$ cat src/rtl/mem_arb_pkg.sv
// Shared definitions for the fetch/data memory port arbiter.
package mem_arb_pkg;
  typedef enum logic [1:0] {IDLE, ACCESS, RESP} arbState_t;

  localparam logic OWN_IF = 1'b0;
  localparam logic OWN_D  = 1'b1;
endpackage

$ cat src/rtl/mem_port_arbiter_rr_pick2.sv
// Two-way grant picker: masked requests, tie broken round-robin or toward data.
module rr_pick2
  import mem_arb_pkg::*;
(
  input  logic [1:0] req,
  input  logic [1:0] mask,
  input  logic       last,
  input  logic       RR,
  output logic       grant,
  output logic       any
);
  logic [1:0] eff;

  assign eff = req & ~mask;
  assign any = |eff;

  always_comb begin
    grant = eff[1] ? OWN_D : OWN_IF;
    if (&eff) grant = RR ? ~last : OWN_D;
  end
endmodule

$ cat src/rtl/mem_port_arbiter.sv
// Serializes instruction-fetch and data requests onto one single-port memory
// with a registered command and one-cycle read latency.
module mem_port_arbiter
  import mem_arb_pkg::*;
#(
  parameter int ADDR_W = 32,
  parameter int DATA_W = 32,
  parameter int RR     = 1
) (
  input  logic              clk,
  input  logic              reset,
  input  logic              ifReq,
  input  logic [ADDR_W-1:0] ifAddr,
  output logic [DATA_W-1:0] ifData,
  output logic              ifValid,
  input  logic              dReq,
  input  logic              dWE,
  input  logic [ADDR_W-1:0] dAddr,
  input  logic [DATA_W-1:0] dWData,
  output logic [DATA_W-1:0] dRData,
  output logic              dValid,
  output logic [ADDR_W-1:0] memAddr,
  output logic [DATA_W-1:0] memWData,
  output logic              memWE,
  output logic              memRE,
  input  logic [DATA_W-1:0] memRData
);
  arbState_t  state;
  logic       owner;
  logic       lastGrant;
  logic [1:0] reqVec;
  logic [1:0] maskVec;
  logic       grant;
  logic       anyReq;
  logic       isStore;

  assign ifData = memRData;
  assign dRData = memRData;

  // The owner still holds its request during RESP, so hide it from the picker.
  assign reqVec  = {dReq, ifReq};
  assign maskVec = (state == RESP) ? ((owner == OWN_D) ? 2'b10 : 2'b01) : 2'b00;
  assign isStore = (grant == OWN_D) && dWE;

  rr_pick2 picker (
    .req  (reqVec),
    .mask (maskVec),
    .last (lastGrant),
    .RR   (RR != 0),
    .grant(grant),
    .any  (anyReq)
  );

  always_ff @(posedge clk or negedge reset) begin
    if (!reset) begin
      state     <= IDLE;
      owner     <= OWN_IF;
      lastGrant <= OWN_D;
      memAddr   <= '0;
      memWData  <= '0;
      memWE     <= 1'b0;
      memRE     <= 1'b0;
      ifValid   <= 1'b0;
      dValid    <= 1'b0;
    end else begin
      ifValid <= 1'b0;
      dValid  <= 1'b0;
      memWE   <= 1'b0;
      memRE   <= 1'b0;
      case (state)
        IDLE, RESP: begin
          if (anyReq) begin
            state     <= ACCESS;
            owner     <= grant;
            lastGrant <= grant;
            memAddr   <= (grant == OWN_D) ? dAddr : ifAddr;
            memWData  <= (grant == OWN_D) ? dWData : '0;
            memWE     <= isStore;
            memRE     <= !isStore;
          end else begin
            state <= IDLE;
          end
        end
        ACCESS: begin
          state <= RESP;
          if (owner == OWN_D) dValid <= 1'b1;
          else                ifValid <= 1'b1;
        end
        default: state <= IDLE;
      endcase
    end
  end
endmodule

$ cat config.mk
export PLATFORM = sky130hd
export DESIGN_NAME = mem_port_arbiter
export DESIGN_NICKNAME = d
export VERILOG_FILES = /design/src/rtl/mem_arb_pkg.sv /design/src/rtl/mem_port_arbiter_rr_pick2.sv /design/src/rtl/mem_port_arbiter.sv
export SDC_FILE = /design/constraint.sdc
export NUM_CORES = 1
export LEC_CHECK = 0
export ABC_AREA = 1
export CORE_MARGIN = 2
export CORE_UTILIZATION = 30
export DETAILED_ROUTE_END_ITERATION = 6
export PLACE_DENSITY = 0.76
export REMOVE_ABC_BUFFERS = 1
export SYNTH_ARGS = -nofsm -noshare
export SYNTH_HDL_FRONTEND = slang
export SYNTH_SLANG_ARGS = --single-unit
$ cat constraint.sdc
create_clock -name clk -period 2.2 [get_ports clk]
set_input_delay 0.44 -clock clk [delete_from_list [all_inputs] [get_ports clk]]
set_output_delay 0.44 -clock clk [all_outputs]
set_load 0.005 [all_outputs]
# Yosys cells after proc, flatten, opt, wreduce, memory -nomap -nowiden
# Index checks and enable logic that the tools add are counted.
# totals
register_bits,72
inputBits,133
elab_cells,37
# classes
n_eq_ne,2
mux,16
bitwise_logic,3
reduce_logical,7
# op_table
op,count
$mux 32,2
$mux 1,11
$mux 2,2
$pmux 2 s2,1
$reduce_and 2->1,2
$reduce_or 2->1,2
$and 2x2->2,1
$eq 2x1->1 const B,1
$eq 2x2->1 const B,1
$logic_not 2->1,1
$not 2->2,1
$logic_and 1x1->1,1
$logic_not 1->1,1
$not 1->1,1

# Logic depth before layout (Yosys ltp)
# Gate-level depths: netlist of run 1.
# logic_depth
ltp_word,10
depth_mapped,9
mapped_depth_nobuf,8

# Hierarchy
# From an unflattened synthesis of run 1, not the netlist that was laid out.
# unflattened
cells_unflattened,475
hier_area_um2,3666.0
# modules_own_cells
module,n_inst,cells_per_inst,area_each_um2,seq_area_each_um2
mem_port_arbiter,1,467,3628.5,1803.0
rr_pick2,1,8,37.5,0.0

# Worst setup path after synthesis of run 1
# No wires, ideal clock.
# synth_timing
kind,register -> register
startpoint,register state[0]
endpoint,register memAddr[0]
setup_time_ns,0.118
t_arrival_ns,1.339
t_required_ns,2.082
setup_slack_ns,0.743
stages_incl_launch_ff,10
synth_period_minus_slack_ns,1.457
cell_sequence,dfrtp_1 inv_2 nand3_1 nand2_1 a21oi_4 inv_2 buf_6 buf_6 nand2_1 nand2_1
# synth_via
elab_chain_len,7
word_cells_on_any_way,12
classes_between,eq/ne: 1; mux: 4; bitwise: 2; reduce/logical: 5
# synth_lines
element,line_no,source
from (decl),mem_port_arbiter.sv:28,arbState_t state;
from (signal assigned),mem_port_arbiter.sv:56,state <= IDLE;
from (signal assigned),mem_port_arbiter.sv:73,state <= ACCESS;
from (signal assigned),mem_port_arbiter.sv:81,state <= IDLE;
$eq 2x2->1,"mem_port_arbiter.sv:42, mem_port_arbiter.sv:70",
$mux 2,mem_port_arbiter.sv:42,assign maskVec = (state == RESP) ? ((owner == OWN_D) ? 2'b10 : 2'b01) : 2'b00;
$not 2->2,mem_port_arbiter_rr_pick2.sv:14,assign eff = req & ~mask;
$and 2x2->2,mem_port_arbiter_rr_pick2.sv:14,
$mux 1 or $reduce_and 2->1 (tied branches),"mem_port_arbiter_rr_pick2.sv:18, mem_port_arbiter_rr_pick2.sv:19",
$mux 1,mem_port_arbiter_rr_pick2.sv:19,if (&eff) grant = RR ? ~last : OWN_D;
$mux 32,mem_port_arbiter.sv:76,memAddr <= (grant == OWN_D) ? dAddr : ifAddr;
to (signal assigned),mem_port_arbiter.sv:76,
to (decl),mem_port_arbiter.sv:22,"output logic [ADDR_W-1:0] memAddr,"
# Several ways; a longest one is shown, not always the timed one.
# A chain may end at the register's enable or synchronous reset.

# Final worst setup path of run 1
# layout_timing
startpoint,register memAddr[27]
endpoint,output memAddr[27]
# No word-level cell between the ends.

==> flow_summary.yaml, run 1 <==
status:
  status: "complete, no violations"
grt:
  grt_pass1_wl_um: 18140
  grt_pass1_vias: 3302
  grt.met2_usage_pct: 24.01
  grt.met1_usage_pct: 21.52
  antenna_found_initial: 0
  busiest_layer: "met2"
  grt_max_degree: 38
  grt-ovfl-total: 0
  grt_use_met3_pct: 13.49
  grt_usage_pct: 18.02
layout:
  fin_area_mm2: 0.005562
  ff_latch_area_mm2: 0.001803
  multi_input_area_mm2: 0.001134
  drive_gt1_share_pct: 5.099
  num_antenna_cells: 0
  utilization_pct: 44.25
  nFillCells: 1257
  syn2layout_area_growth_pct: 45.17
  final_cells: 780
  final_nets: 736
place:
  dp_cells: 764
  dpl.hpwl_um: 9053
  gp_congestion: 0.7530
  place_area_mm2: 0.005228
  dpl_worst_slack_ns: 0.3372
  portBuffers: 168
yosys:
  ys_warn_count: 0
  ys_ff_latch: 72
  avgSynthCellArea_um2: 7.647
  ys_seq_area_share_pct: 47.06
  ys_types: 16
  synth_area_mm2: 0.003831
  synthCells: 501
pwr:
  leakagePower_nw: 2.856
  power_density_mw_per_mm2: 1195
  power_frac_clock_pct: 24.2
  totalPowerFinal_mw: 6.648
  p_sw_share_pct: 31.09
  pwr-share-comb_pct: 41.6
  seqPwrFrac_pct: 34.3
  p_int_mw: 4.581
  power_switching_mw: 2.067
  peakVddDrop_uv: 420.3
floorplanning:
  die_h_um: 117.0
  core_mm2: 0.01257
  die_x_um: 117.0
  dieArea_mm2: 0.01369
  rows: 41
  ios: 265
  start_util_pct: 30.48
setup_path:
  startpoint: "memAddr[27]$_DFFE_PN0P_"
  critPathMaxFanout: 2
  cpLargestDelayFamily: "buffers and inverters"
  reg2regPathDepth: 9
  worst_ep_arrival_time_ns: 1.23
  reg2reg_slack_ns: 0.58
  cp_cell_sequence: "clkdlybuf4s50_1"
  cpPeakStageDelay_ns: 0.53
  critPathLaunchType: "flip-flop"
  path_buf_inv: 1
  path_class: "reg2out"
  cp_slowest_cell: "clkdlybuf4s50_1"
  crit_path_end: "memAddr[27]"
  end_kind: "primary output"
  rr_endpoint: "memAddr[5]$_DFFE_PN0P_"
  cp_num_cells: 1
  r2r-start: "state[0]$_DFF_PN0_"
  crit_required_ns: 1.76
routing:
  vias_per_cell: 4.331
  via_count: 3378
  drt_iter0_drc: 156
  routed_wl_um: 11890
  drtAntennaViolNets: 0
  routedWlPerCell_um: 15.24
  dr.pass1.iters: 7
  drc_errors: 0
clock_tree:
  cts_sinks: 72
  clk_path_buf_depth: 2
  path_clk_slew_ns: 0.05
  ctsHtreeMaxLevel: 3
  clk_latency_ns: 0.33
  root_buffer: "clkbuf_16"
  numCtsBuffers: 9
  post_cts_buffers: 0
  cts_hold_buffers: 0
  cts_tree: "yes"
  cts_repair_resize_count: 0
sta:
  setup_ws_ns: 0.5314
  fmax_mhz: 599.3
  setup_viol_count_final: 0
  skew_ns: 0.005091
  rsz0062_at_grt: "false"
  holdWs_ns: 0.07867
  tightest_slew_ns: 0.5006
  final_hold_viol_count: 0
  post-route-min-period_ns: 1.669
  finalSetupTns_ns: 0
  finalCritPeriodShare_pct: 75.84
  slew_viol_final: 0
  slew_headroom_pct: 66.62
run:
  maxCapViolCount: 0
min_path:
  min_path_type: "in2async"
[worst min-delay path by stage]
stage / from / slack, ns / end
after global placement: reset / 0.44 / memWData[18]$_DFFE_PN0P_
after floorplan: reset / 0.14 / dValid$_DFF_PN0_
after detailed placement: reset / 0.44 / memWData[16]$_DFFE_PN0P_
after CTS: reset / 0.08 / memWData[18]$_DFFE_PN0P_
after global routing: reset / 0.11 / memWData[10]$_DFFE_PN0P_
final: reset / 0.08 / memWData[13]$_DFFE_PN0P_
[state kept, by name, summed over array words and instances (netlist names)]
signal / cells
lastGrant: 1
ifValid: 1
memAddr: 32
owner: 1
memWData: 32
memWE: 1
state: 2
memRE: 1
dValid: 1
[layer usage]
| metal | up-vias | share of wire (%) | wire (µm) |
|---|---|---|---|
| li1 | 1635 | - | - |
| met4 | 4 | 1.9 | 221 |
| met5 | - | 1.1 | 133 |
| met2 | 209 | 38 | 4576 |
| met3 | 21 | 17 | 2073 |
| met1 | 1509 | 41 | 4886 |
[power by group through the flow]
stage	logic (mW)	registers (mW)	clock network, mW
detailed placement	2.81	2.29	0
global placement	2.77	2.28	0
finish	2.76	2.28	1.61
floorplan	0.934	2.32	0
global route	3.12	2.36	1.72
CTS	2.82	2.28	1.66
[cells in the mapped netlist, drive strengths merged]
cell type	number	area, µm²
nand3	67	335.3
a21oi	1	16.27
inv	71	266.5
nor3	3	15.01
dfstp	1	26.28
nor2	2	15.01
buf	80	605.6
nand2	197	742.0
dfrtp	71	1777
o21ai	2	10.01
clkbuf	6	22.52
[area by class of cell]
class	instances	share of cell area, %
clock inverter	2	1.080
tap	172	3.870
sequential	72	32.42
timing repair buffer	177	32.53
inverter	71	4.792
multi-input combinational	272	20.38
clock buffer	14	4.927
[logic make-up (layout without fill, tap and decap cells)]
group | count (synthesis) | count (layout) | share of synthesized area (%)
flip-flops | 72 | 72 | 47.06
AND/OR/NAND/NOR | 269 | 269 | 28.90
AO/OA/AOI/OAI | 3 | 3 | 0.6860
buffers and inverters | 157 | 264 | 23.35
[placed cells by master, fill, tap and decap left out]
cell type        synthesis  final
a21oi_4                  1      1
clkbuf_8                 0      3
dfrtp_1                 71     71
clkbuf_16                0      9
nand2_2                  1      1
inv_2                    3      3
nand3_1                 67     67
buf_4                   67      5
inv_1                   68     68
o21ai_0                  2      2
dfstp_2                  1      1
clkbuf_1                 6      2
buf_12                   0      5
nor2_4                   1      1
nand2_1                196    196
bufinv_16                0      2
nor2_1                   1      1
clkdlybuf4s50_1          0    167
nor3_1                   3      3
Note: power is estimated with default switching activity, not from simulation.
==> run 2, diff against run 1 <==
- PLACE_DENSITY: 0.76 -> 0.79
- clock period: 2.2 -> 1.4 ns (I/O delays scaled with it)
==> run 2 against run 1 <==
  * Cell count is 2.8% higher
  * Die area stayed put
  * Register-to-register slack worse by 0.55 ns
  * Combinational power is 70% higher
  * Total power is 58% higher
  * Sequential share of layout area is 1.8 points lower
  * Utilization is 2.6 points higher
  * Worst hold slack better by 0.28 ns
  * Via count is 5.0% higher
  * Count of clock-buffer cells in the layout is 3 lower
  * Critical path type is now reg2reg
  * Largest power group unchanged
  * Highest routed layer unchanged
==> flow_summary.yaml, run 2 (same netlist as run 1, synthesis figures left out) <==
min_path:
  min_path_type: "in2async"
clock_tree:
  path_clk_slew_ns: 0.06
  clk_path_buf_depth: 2
  root_buffer: "clkbuf_16"
  ctsHtreeMaxLevel: 3
  cts_tree: "yes"
  numCtsBuffers: 9
  cts_sinks: 72
  clk_latency_ns: 0.33
routing:
  vias_per_cell: 4.421
  dr.pass1.iters: 4
  drtAntennaViolNets: 0
  drt_iter0_drc: 192
  drc_errors: 0
  via_count: 3546
  routedWlPerCell_um: 17.19
  routed_wl_um: 13790
sta:
  finalSetupTns_ns: 0
  setup_viol_count_final: 0
  slew_viol_final: 0
  post-route-min-period_ns: 1.374
  fmax_mhz: 727.6
  finalCritPeriodShare_pct: 98.17
  holdWs_ns: 0.3564
  slew_headroom_pct: 83.56
  final_hold_viol_count: 0
  rsz0062_at_grt: "true"
  setup_ws_ns: 0.02568
  tightest_slew_ns: 0.2467
  skew_ns: 0.008876
floorplanning:
  core_mm2: 0.01257
  start_util_pct: 30.48
  die_h_um: 117.0
  dieArea_mm2: 0.01369
  rows: 41
  ios: 265
  die_x_um: 117.0
pwr:
  peakVddDrop_uv: 562.7
  power_density_mw_per_mm2: 1784
  leakagePower_nw: 3.214
  totalPowerFinal_mw: 10.51
place:
  place_area_mm2: 0.005310
  dp_cells: 770
  gp_congestion: 0.7354
  portBuffers: 168
  dpl_worst_slack_ns: -0.2232
  dpl.hpwl_um: 9067
grt:
  antenna_found_initial: 0
  grt-ovfl-total: 0
  grt_usage_pct: 18.59
  grt_pass1_wl_um: 18430
  grt_max_degree: 40
  grt_pass1_vias: 3290
layout:
  syn2layout_area_growth_pct: 53.69
  fin_area_mm2: 0.005888
  utilization_pct: 46.85
  final_common_cell: "nand2_1"
  top_regs: "memAddr x32, memWData x32, state x2"
  nFillCells: 1250
  drive_gt1_share_pct: 11.75
  final_cells: 802
  final_nets: 758
  num_antenna_cells: 0
  mostFrequentLayoutCells: "nand2_1, clkdlybuf4s50_1, dfrtp_1"
setup_path:
  critPathMaxFanout: 33
  worst_ep_arrival_time_ns: 1.64
  reg2regPathDepth: 8
  r2r-start: "state[1]$_DFF_PN0_"
  end_kind: "flip-flop"
  critPathLaunchType: "flip-flop"
  reg2reg_slack_ns: 0.03
  crit_required_ns: 1.67
  path_class: "reg2reg"
  rr_endpoint: "memWData[26]$_DFFE_PN0P_"
run:
  maxCapViolCount: 0
status:
  status: "complete, no violations"
-- run 2: cell types whose count changed in the layout (fill, tap and decap cells not counted), moves of 4 or more --
| cell | delta |
|---|---|
| buf_4 | +8 |
| buf_12 | +4 |
| nand3_1 | -10 |
| nand2_2 | +6 |
| clkbuf_16 | +5 |
| clkdlybuf4s50_1 | -68 |
| nand2_1 | -8 |
| nand3_2 | +7 |
| dlygate4sd2_1 | +68 |
-- run 2: worst max-delay path by stage --
stage	slack (ns)	endpoint	cells after the start	startpoint
after global placement	-0.21	memAddr[9]$_DFFE_PN0P_	7	ifReq
after global routing	-0.08	owner$_DFFE_PN0P_	8	state[1]$_DFF_PN0_
after CTS	0.03	owner$_DFFE_PN0P_	8	state[1]$_DFF_PN0_
after floorplan	-1.10	owner$_DFFE_PN0P_	7	state[0]$_DFF_PN0_
after detailed placement	-0.22	memAddr[24]$_DFFE_PN0P_	7	ifReq
final	0.03	memWData[26]$_DFFE_PN0P_	8	state[1]$_DFF_PN0_
-- run 2: what timing repair did --
item,in CTS,in global routing
hold buffers,1,0
pin swaps,0,9
gates resized for setup,73,28
endpoints found under the hold margin,14,0
cloned,1,7
endpoints found under the setup margin,79,67
setup buffers,4,3
-- run 2: cell type report --
| class | instances | area, µm² | area share (%) |
|---|---|---|---|
| Clock buffer | 11 | 232.7 | 3.952 |
| Clock inverter | 5 | 57.56 | 0.9775 |
| Inverter | 71 | 271.5 | 4.611 |
| Multi-Input combinational cell | 272 | 1245 | 21.14 |
| Sequential cell | 72 | 1805 | 30.66 |
| Tap cell | 172 | 215.2 | 3.655 |
| Timing Repair Buffer | 199 | 2061 | 35.00 |
-- run 2: critical path: stages (launching register included) --
cell and delay (ns):
dfrtp_2 0.45, nand3_4 0.12, nand2_4 0.08, inv_6 0.10, nand2_8 0.09, nor2_4 0.11, buf_12 0.19, nand2_1 0.08
nand2_1 0.07
-- run 2: routing by layer --
metal	up-vias	GRT usage [%]	wire, µm
li1	1688	-	-
met1	1599	22.66	5781
met2	241	25.09	5489
met3	14	12.92	2227
met4	4	6.118	160
met5	-	9.259	126
-- run 2: power by group --
part / total [mW] / switching [mW] / internal (mW) / leakage (nW)
combinational: 4.70 / 2.29 / 2.41 / 2.17
clock: 2.24 / 0.860 / 1.38 / 0.143
sequential: 3.57 / 0.519 / 3.05 / 0.899
total: 10.5 / 3.67 / 6.84 / 3.21
==> run 3, diff against run 2 <==
- TNS_END_PERCENT: unset -> 30
==> run 3 against run 2 <==
  * Via count is 1.3% higher
  * Worst hold slack improved by 0.0018 ns
  * Flip-flop and latch count stayed put
  * Total power increased by 1.9%
  * Utilization up 1.1 points
  * First-iteration DRC count is 15% higher
==> flow_summary.yaml, run 3 (same netlist as run 1, synthesis figures left out) <==
sta:
  skew_ns: 0.008700
  finalCritPeriodShare_pct: 99.76
  rsz0062_at_grt: "true"
  slew_viol_final: 0
  final_hold_viol_count: 0
  slew_headroom_pct: 83.43
  setup_ws_ns: 0.003388
  post-route-min-period_ns: 1.397
  finalSetupTns_ns: 0
  tightest_slew_ns: 0.2486
  setup_viol_count_final: 0
  fmax_mhz: 716.0
routing:
  dr.pass1.iters: 4
  routedWlPerCell_um: 17.79
  drtAntennaViolNets: 0
  routed_wl_um: 14340
  drc_errors: 0
  drt_iter0_drc: 220
  via_count: 3592
  vias_per_cell: 4.457
setup_path:
  reg2reg_slack_ns: 0.003
  critPathMaxFanout: 8
  worst_ep_arrival_time_ns: 1.61
  cp_slowest_cell: "dfrtp_1"
  rr_endpoint: "memAddr[21]$_DFFE_PN0P_"
  r2r-start: "state[0]$_DFF_PN0_"
  end_kind: "flip-flop"
  path_class: "reg2reg"
  cp_cell_sequence: "inv_2, nand3_4, nand2_4, inv_8, nand2_8, buf_6, clkbuf_16, nand2_1, nand3_1, nand2_1"
  critPathLaunchType: "flip-flop"
  crit_required_ns: 1.62
  cpPeakStageDelay_ns: 0.40
  reg2regPathDepth: 10
  cp_common_cell: "nand2_1"
clock_tree:
  clk_latency_ns: 0.33
  path_clk_slew_ns: 0.06
  cts_sinks: 72
  root_buffer: "clkbuf_16"
  ctsHtreeMaxLevel: 3
  cts_tree: "yes"
  clk_path_buf_depth: 2
  numCtsBuffers: 9
layout:
  syn2layout_area_growth_pct: 57.38
  num_antenna_cells: 0
  drive_gt1_share_pct: 14.51
  nFillCells: 1227
  mostFrequentLayoutCells: "nand2_1, clkdlybuf4s50_1, dfrtp_1"
  final_nets: 762
  top_regs: "memAddr x32, memWData x32, state x2"
  fin_area_mm2: 0.006030
  final_common_cell: "nand2_1"
pwr:
  p_sw_share_pct: 35.34
  power_density_mw_per_mm2: 1776
  p_int_mw: 6.923
  power_frac_clock_pct: 21.0
  peakVddDrop_uv: 593.4
  seqPwrFrac_pct: 33.3
  power_switching_mw: 3.784
  leakagePower_nw: 3.274
  pwr-share-comb_pct: 45.7
place:
  dpl_worst_slack_ns: -0.2232
  gp_congestion: 0.7354
  dpl.hpwl_um: 9067
  portBuffers: 168
  place_area_mm2: 0.005310
run:
  maxCapViolCount: 0
grt:
  grt-ovfl-total: 0
  antenna_found_initial: 0
  grt_usage_pct: 18.04
  grt_pass1_vias: 3253
  grt_pass1_wl_um: 17990
  grt_max_degree: 40
floorplanning:
  dieArea_mm2: 0.01369
  rows: 41
  core_mm2: 0.01257
  start_util_pct: 30.48
  ios: 265
  die_h_um: 117.0
  die_x_um: 117.0
min_path:
  min_path_type: "in2async"
status:
  status: "complete, no violations"
[run 3: cell types whose count changed in the layout (fill, tap and decap cells not counted), moves of 2 or more]
cell | previous run | this run
clkbuf_16 | 14 | 17
nand2_1 | 188 | 185
nand2_4 | 1 | 3
nand3_1 | 57 | 46
nand3_2 | 7 | 18
[run 3: worst max path at each step]
stage | from | end | slack [ns]
finish | state[0]$_DFF_PN0_ | memAddr[21]$_DFFE_PN0P_ | 0.003
global route | state[0]$_DFF_PN0_ | memAddr[8]$_DFFE_PN0P_ | -0.08
CTS | state[0]$_DFF_PN0_ | memAddr[21]$_DFFE_PN0P_ | 0.03
detailed placement | ifReq | memAddr[24]$_DFFE_PN0P_ | -0.22
global placement | ifReq | memAddr[9]$_DFFE_PN0P_ | -0.21
floorplan | state[0]$_DFF_PN0_ | owner$_DFFE_PN0P_ | -1.10
[run 3: repair_timing]
item	CTS	global route
setup endpoints to repair	79	67
gates cloned	0	9
endpoints found under the hold margin	14	0
resized for setup	69	51
hold buffers	1	0
buffers inserted	1	9
pin swaps	0	10
[run 3: final cells by class]
type	instances	area, µm²	share of cell area [%]
inverter	71	274.0	4.545
clock inverter	5	57.56	0.9546
sequential	72	1805	29.94
clock buffer	11	232.7	3.860
timing repair buffer	203	2127	35.28
tap	172	215.2	3.569
multi-input combinational	272	1318	21.85
[run 3: power by group through the flow]
stage / Sequential [mW] / Combinational, mW / Clock [mW]
2_1_floorplan: 3.65 / 1.47 / 0
3_3_place_gp: 3.57 / 4.55 / 0
3_5_place_dp: 3.59 / 4.62 / 0
4_1_cts: 3.54 / 4.02 / 2.30
5_1_grt: 3.69 / 5.36 / 2.39
6_report: 3.57 / 4.89 / 2.25
[run 3: routing by layer]
layer	GRT usage [%]	share of wire [%]
met1	22.05	42
met2	23.89	40
met3	12.92	16
met4	6.039	1.6
met5	9.259	0.88
[run 3: critical path: cells and delay by family, from the launching register on]
family	cells	cell delay (ns)
and+or+nand+nor	6	0.46
DFF	1	0.40
buffers and inverters	4	0.42
[run 3: through the flow]
step	utilization (%)	hold WS, ns	total power [mW]	cells
floorplan	-	-0.01559	5.113	415
global placement	42.25	0.1651	8.122	770
detailed placement	42.25	0.1651	8.202	770
CTS	44.04	0.3696	9.863	788
global route	47.97	0.3794	11.43	806
finish	47.97	0.3582	10.71	806
